## config.mk

```make
export PLATFORM = sky130hd
export DESIGN_NAME = button_conditioner
export DESIGN_NICKNAME = d
export VERILOG_FILES = /design/src/rtl/button_conditioner.sv
export SDC_FILE = /design/constraint.sdc
export NUM_CORES = 1
export LEC_CHECK = 0
export ABC_AREA = 1
export ABC_CLOCK_PERIOD_IN_PS = 1700
export BUFFER_PORTS_ARGS = -buffer_cell sky130_fd_sc_hd__buf_2
export CAP_MARGIN = 40
export CORE_UTILIZATION = 57
export DETAILED_ROUTE_END_ITERATION = 7
export PLACE_DENSITY = 0.77
export REMOVE_ABC_BUFFERS = 1
export SLEW_MARGIN = 20
export SYNTH_ARGS = -nofsm -noshare
export SYNTH_HDL_FRONTEND = slang
export SYNTH_SLANG_ARGS = --single-unit
```

## constraint.sdc

```tcl
create_clock -name i_clk -period 1.7 [get_ports i_clk]
set_input_delay 0.17 -clock i_clk [delete_from_list [all_inputs] [get_ports i_clk]]
set_output_delay 0.17 -clock i_clk [all_outputs]
set_load 0.005 [all_outputs]
```

## src/rtl/button_conditioner.sv

```systemverilog
// Conditions the five Nexys pushbuttons: synchronise, debounce, and emit level,
// press/release pulses, optional auto-repeat and a sticky press flag per button.

module button_conditioner_ch #(
    parameter int SYNC_STAGES  = 2,
    parameter int DB_CYCLES    = 1000000,
    parameter int REPEAT_DELAY = 40000000,
    parameter int REPEAT_RATE  = 10000000,
    parameter bit REPEAT_ON    = 1'b0
) (
    input  logic i_clk,
    input  logic i_rst_n,
    input  logic i_raw,
    input  logic i_sticky_clr,
    output logic o_level,
    output logic o_press,
    output logic o_release,
    output logic o_repeat,
    output logic o_sticky
);
    localparam int CW = $clog2(DB_CYCLES) + 1;
    localparam int RW = $clog2(REPEAT_DELAY + REPEAT_RATE) + 1;
    localparam logic [CW-1:0] DB_MAX    = CW'(DB_CYCLES);
    localparam logic [RW-1:0] REP_FIRST = RW'(REPEAT_DELAY);
    localparam logic [RW-1:0] REP_WRAP  = RW'(REPEAT_DELAY + REPEAT_RATE);

    typedef enum logic [1:0] {IDLE, PRESS_WAIT, HELD, RELEASE_WAIT} state_t;

    state_t                 r_state;
    state_t                 w_state_nxt;
    logic [SYNC_STAGES-1:0] r_sync;
    logic [CW-1:0]          r_cnt;
    logic [CW-1:0]          w_cnt_nxt;
    logic [RW-1:0]          r_rep;
    logic [RW-1:0]          w_rep_nxt;
    logic [RW-1:0]          w_rep_inc;
    logic [RW-1:0]          w_rep_step;
    logic                   w_s;
    logic                   w_press;
    logic                   w_release;
    logic                   w_repeat;
    logic                   w_level;

    assign w_s       = r_sync[SYNC_STAGES-1];
    assign w_rep_inc = r_rep + RW'(1);
    // Reload to the first-repeat point instead of wrapping, so the phase is kept forever.
    assign w_rep_step = (w_rep_inc == REP_WRAP) ? REP_FIRST : w_rep_inc;

    always_ff @(posedge i_clk or negedge i_rst_n) begin
        if (!i_rst_n) begin
            r_sync    <= '0;
            r_state   <= IDLE;
            r_cnt     <= '0;
            r_rep     <= '0;
            o_level   <= 1'b0;
            o_press   <= 1'b0;
            o_release <= 1'b0;
            o_repeat  <= 1'b0;
            o_sticky  <= 1'b0;
        end else begin
            r_sync    <= {r_sync[SYNC_STAGES-2:0], i_raw};
            r_state   <= w_state_nxt;
            r_cnt     <= w_cnt_nxt;
            r_rep     <= w_rep_nxt;
            o_level   <= w_level;
            o_press   <= w_press;
            o_release <= w_release;
            o_repeat  <= w_repeat;
            // A press in the same cycle as a clear wins.
            o_sticky  <= w_press | (o_sticky & ~i_sticky_clr);
        end
    end

    always_comb begin
        w_state_nxt = r_state;
        w_cnt_nxt   = r_cnt;
        w_rep_nxt   = r_rep;
        case (r_state)
            IDLE: begin
                if (w_s) begin
                    w_state_nxt = PRESS_WAIT;
                    w_cnt_nxt   = CW'(1);
                end
            end
            PRESS_WAIT: begin
                if (r_cnt == DB_MAX) begin
                    w_state_nxt = HELD;
                    w_cnt_nxt   = '0;
                    w_rep_nxt   = '0;
                end else if (w_s) begin
                    w_cnt_nxt   = r_cnt + CW'(1);
                end else begin
                    w_state_nxt = IDLE;
                    w_cnt_nxt   = '0;
                end
            end
            HELD: begin
                w_rep_nxt = w_rep_step;
                if (!w_s) begin
                    w_state_nxt = RELEASE_WAIT;
                    w_cnt_nxt   = CW'(1);
                end
            end
            RELEASE_WAIT: begin
                w_rep_nxt = w_rep_step;
                if (r_cnt == DB_MAX) begin
                    w_state_nxt = IDLE;
                    w_cnt_nxt   = '0;
                end else if (!w_s) begin
                    w_cnt_nxt   = r_cnt + CW'(1);
                end else begin
                    w_state_nxt = HELD;
                    w_cnt_nxt   = '0;
                end
            end
            default: begin
                w_state_nxt = IDLE;
                w_cnt_nxt   = '0;
            end
        endcase
    end

    always_comb begin
        w_press   = (r_state == PRESS_WAIT) && (r_cnt == DB_MAX);
        w_release = (r_state == RELEASE_WAIT) && (r_cnt == DB_MAX);
        w_level   = (w_state_nxt == HELD) || (w_state_nxt == RELEASE_WAIT);
        // Repeats fire only while settled in HELD, never during a release debounce.
        w_repeat  = REPEAT_ON && (r_state == HELD) && w_s &&
                    ((w_rep_inc == REP_FIRST) || (w_rep_inc == REP_WRAP));
    end
endmodule

module button_conditioner #(
    parameter int         SYNC_STAGES  = 2,
    parameter int         DB_CYCLES    = 1000000,
    parameter int         REPEAT_DELAY = 40000000,
    parameter int         REPEAT_RATE  = 10000000,
    parameter logic [4:0] REPEAT_EN    = 5'b00110
) (
    input  logic       i_clk,
    input  logic       i_rst_n,
    input  logic [4:0] i_btn_raw,
    input  logic [4:0] i_sticky_clr,
    output logic [4:0] o_btn_level,
    output logic [4:0] o_btn_press,
    output logic [4:0] o_btn_release,
    output logic [4:0] o_btn_repeat,
    output logic [4:0] o_btn_sticky
);
    for (genvar gi = 0; gi < 5; gi++) begin : g_ch
        button_conditioner_ch #(
            .SYNC_STAGES (SYNC_STAGES),
            .DB_CYCLES   (DB_CYCLES),
            .REPEAT_DELAY(REPEAT_DELAY),
            .REPEAT_RATE (REPEAT_RATE),
            .REPEAT_ON   (REPEAT_EN[gi])
        ) u_ch (
            .i_clk       (i_clk),
            .i_rst_n     (i_rst_n),
            .i_raw       (i_btn_raw[gi]),
            .i_sticky_clr(i_sticky_clr[gi]),
            .o_level     (o_btn_level[gi]),
            .o_press     (o_btn_press[gi]),
            .o_release   (o_btn_release[gi]),
            .o_repeat    (o_btn_repeat[gi]),
            .o_sticky    (o_btn_sticky[gi])
        );
    end
endmodule

```

==> run summary <==
Status: finished, violations left
Failing checks: design-rule violations, negative setup slack
First-pass GRT wire length: 56.77 mm
Fin crit period: 2.459 ns
CP Max Fanout: 5
Setup WS post-layout: -0.7591 ns
Final setup viols: 185
Row count: 51
Reg area: 5037 um^2
Fin nets: 1,993
Synthesized instance count: 1,591
Synthesized area: 11,650 um^2
Number of cells on the worst reg-to-reg path: 15
Fmax: 406.6 MHz
Largest net degree at the start of global routing: 48
CP Capture Type: flop
Max-Cap Viols: 0
Pleak: 7.974 nW
Routed Antenna Nets: 0
CTS tree: done
Crit path max-delay family: simple AND/OR/NAND/NOR gates
Die area: 21,010 um^2
Crit path kind: reg -> reg
DR pass1 iterations: 8
Synth cell types: 53
Crit path buffers/inverters: 2
Final wirelength: 48.88 mm
Vias: 14,450
Pins Over Slew Limit: 0
Worst Path Required: 2.18 ns
Sequential area share after synthesis: 0.4317
Worst Skew: 0.01768 ns
Placement Cell Area: 13,910 um^2
GPL Wtd Cong: 0.9240
Crit path depth: 15
I/O pins: 37
Die height: 145.0 um
Worst-skew pair later-pin latency: 0.54 ns
Ys flop type: dfrtp_1
Via/cell ratio: 6.418
Most frequent cells in the layout: 303 x nand2_1, 286 x buf_4, 195 x dfrtp_1
Synth Warn #: 0
Pwr Density: 643.3 nW/um^2
Layout cells sized above 1: 0.4255
Number of synthesized flops with an enable pin: 0
Avg Inst Size Synth: 7.322 um^2
Tcrit/Tclk final: 1.447
Dpl hpwl: 21.68 mm
Commonest non-fill, non-tap cell in the layout: nand2_1
WL per Instance: 21.71 um
Post-Route Utilization: 0.8940
Slowest stage cell, crit path: dfrtp_1
FF+latch count, synth: 201
Initial antenna violation count: 1
# fillers: 733
Antenna diode count: 0
DRC violations left: 1
CTS Buf Count: 23
Die Wd: 145.0 um
Worst-Margin Slew: 0.5000 ns
Min-Delay Path Class: in -> async
Design Area, Final: 17,630 um^2
Layout area overhead: 51.30%
GRT Util Overall: 0.3249
Multi-input gate area: 7321 um^2
GRT overflow: 0
Async SR Flop Fraction: 1.000
Iter 0 DRT Violations: 1,992
CP Launch Type: flop
Clock buffer depth: 3
Core area: 19,720 um^2
H-tree Lvls: 1
Port buffer count: 33
Hold Fails Final Rpt: 0
CTS root buf: clkbuf_16
Vias in the first global route: 12,370
Worst ir drop on vdd: 855.1 uV
Arrival time at the worst endpoint: 2.94 ns
Relative slew slack: 0.6667
CTS sink cnt: 201
Crit-path max cell delay: 0.39 ns
Initial Util: 0.5908
CP Cell Sequence: nand2_1 -> buf_4 -> nor2_1 -> nand2_1 -> nor2_2 -> nand2_1 -> nand2_1 -> nand2_1 -> inv_1 -> nand3_2 -> nor2_4 -> nand2_4 -> nand2_2 -> nand2_1 -> nand2_1
Clock transition at path regs: 0.06 ns
Crit path top cell by count: nand2_1
RSZ-0062 raised after global routing: true
[routing by layer]
layer  share of wire  track usage  vias to the layer above
met5         0.00027            0                        -
met4           0.092       0.1463                        2
met3            0.11      0.04497                      521
met2            0.47       0.5820                     1302
met1            0.33       0.3857                     6718
li1                -            -                     5905
[state kept, by name (all words and copies together) (netlist names)]
| signal | count |
|---|---|
| g_ch.u_ch.o_level | 5 |
| g_ch.u_ch.r_rep | 54 |
| g_ch.u_ch.o_press | 5 |
| g_ch.u_ch.r_cnt | 105 |
| g_ch.u_ch.o_repeat | 2 |
| g_ch.u_ch.r_sync | 10 |
| g_ch.u_ch.o_sticky | 5 |
| g_ch.u_ch.r_state | 10 |
| g_ch.u_ch.o_release | 5 |
[repair_timing]
action / CTS / global route
endpoints found under the setup margin: 106 / 173
hold buffers: 11 / 0
setup buffers: 47 / 53
pin swaps: 64 / 147
gates resized for setup: 183 / 407
hold endpoints to repair: 155 / 0
cloned: 5 / 1
[logic make-up (layout without fill, tap and decap cells)]
family | Yosys count | in the layout | synth area share
other | 1 | 3 | 0.0003219
adder cells (fa/ha/maj) | 12 | 12 | 0.01289
AND/OR/NAND/NOR | 873 | 875 | 0.3340
AO/OA/AOI/OAI | 207 | 207 | 0.1014
XOR/XNOR | 31 | 31 | 0.02395
buffers and inverters | 266 | 657 | 0.09569
flip-flops | 201 | 201 | 0.4317
[power by group]
| group | internal, mW | total [mW] | switching, mW |
|---|---|---|---|
| clock network | 3.17 | 5.44 | 2.26 |
| registers | 4.84 | 4.89 | 0.0578 |
| logic | 0.420 | 1.01 | 0.588 |
| total | 8.43 | 11.3 | 2.91 |
[worst paths after layout]
path                                                          end                          startpoint  slack [ns]
worst max-delay path            g_ch[2].u_ch.r_rep[9]$_DFFE_PN0P_  g_ch[2].u_ch.r_rep[11]$_DFFE_PN0P_       -0.76
worst min-delay path            g_ch[1].u_ch.r_rep[7]$_DFFE_PN0P_                             i_rst_n        0.18
worst max register to register  g_ch[2].u_ch.r_rep[9]$_DFFE_PN0P_  g_ch[2].u_ch.r_rep[11]$_DFFE_PN0P_       -0.76
worst min register to register   g_ch[4].u_ch.r_sync[1]$_DFF_PN0_    g_ch[4].u_ch.r_sync[0]$_DFF_PN0_        0.35
max in group asynchronous       g_ch[2].u_ch.r_cnt[8]$_DFFE_PN0P_                             i_rst_n        0.87
min in group i_clk               g_ch[3].u_ch.r_sync[0]$_DFF_PN0_                        i_btn_raw[3]        0.28
[area by class of cell]
cell class / count / share of cell area
clock buffer: 30 / 0.03698
multi-input combinational: 1128 / 0.4153
tap: 265 / 0.01881
sequential: 201 / 0.2858
clock inverter: 12 / 0.008660
timing repair buffer: 392 / 0.1835
inverter: 223 / 0.05097
[synth_stat cells (3+ instances only)]
cell | n | area [um^2]
clkbuf_1 | 12 | 45.04
nand2_2 | 15 | 93.84
nor3_2 | 4 | 40.04
ha_1 | 12 | 150.1
inv_2 | 6 | 22.52
a21oi_1 | 58 | 290.3
nor2_4 | 8 | 90.09
a211oi_1 | 6 | 45.04
nand3b_1 | 6 | 45.04
o21ai_0 | 68 | 340.3
nand2_4 | 4 | 45.04
dfrtp_1 | 201 | 5030
a31oi_1 | 9 | 56.30
a22o_1 | 3 | 26.28
nor3_1 | 47 | 235.2
nand2_1 | 381 | 1430
a2bb2oi_1 | 3 | 26.28
buf_2 | 4 | 20.02
xnor2_1 | 3 | 26.28
nor2_2 | 21 | 131.4
nand3_1 | 98 | 490.5
buf_4 | 25 | 187.7
xor2_1 | 27 | 236.5
o21bai_1 | 3 | 22.52
inv_1 | 215 | 807.0
o22ai_1 | 32 | 200.2
nor4_1 | 12 | 75.07
nand4_1 | 41 | 256.5
nor2_1 | 226 | 848.3
o21ai_1 | 10 | 50.05
[metrics by stage]
stage,power [mW],TNS (ns),cells,worst slack (ns),hold slack (ns)
4_1_cts,10.89,-9.302,2210,-0.3477,0.1906
2_1_floorplan,5.196,-9.898,1550,-0.3140,-0.1256
5_1_grt,11.55,-56.10,2251,-0.8296,0.2265
3_5_place_dp,5.550,-13.21,2108,-0.4176,0.1601
3_3_place_gp,5.529,-8.182,2108,-0.3182,0.1588
6_report,11.34,-46.04,2251,-0.7591,0.1772
Power figures use the tool's default switching activity.
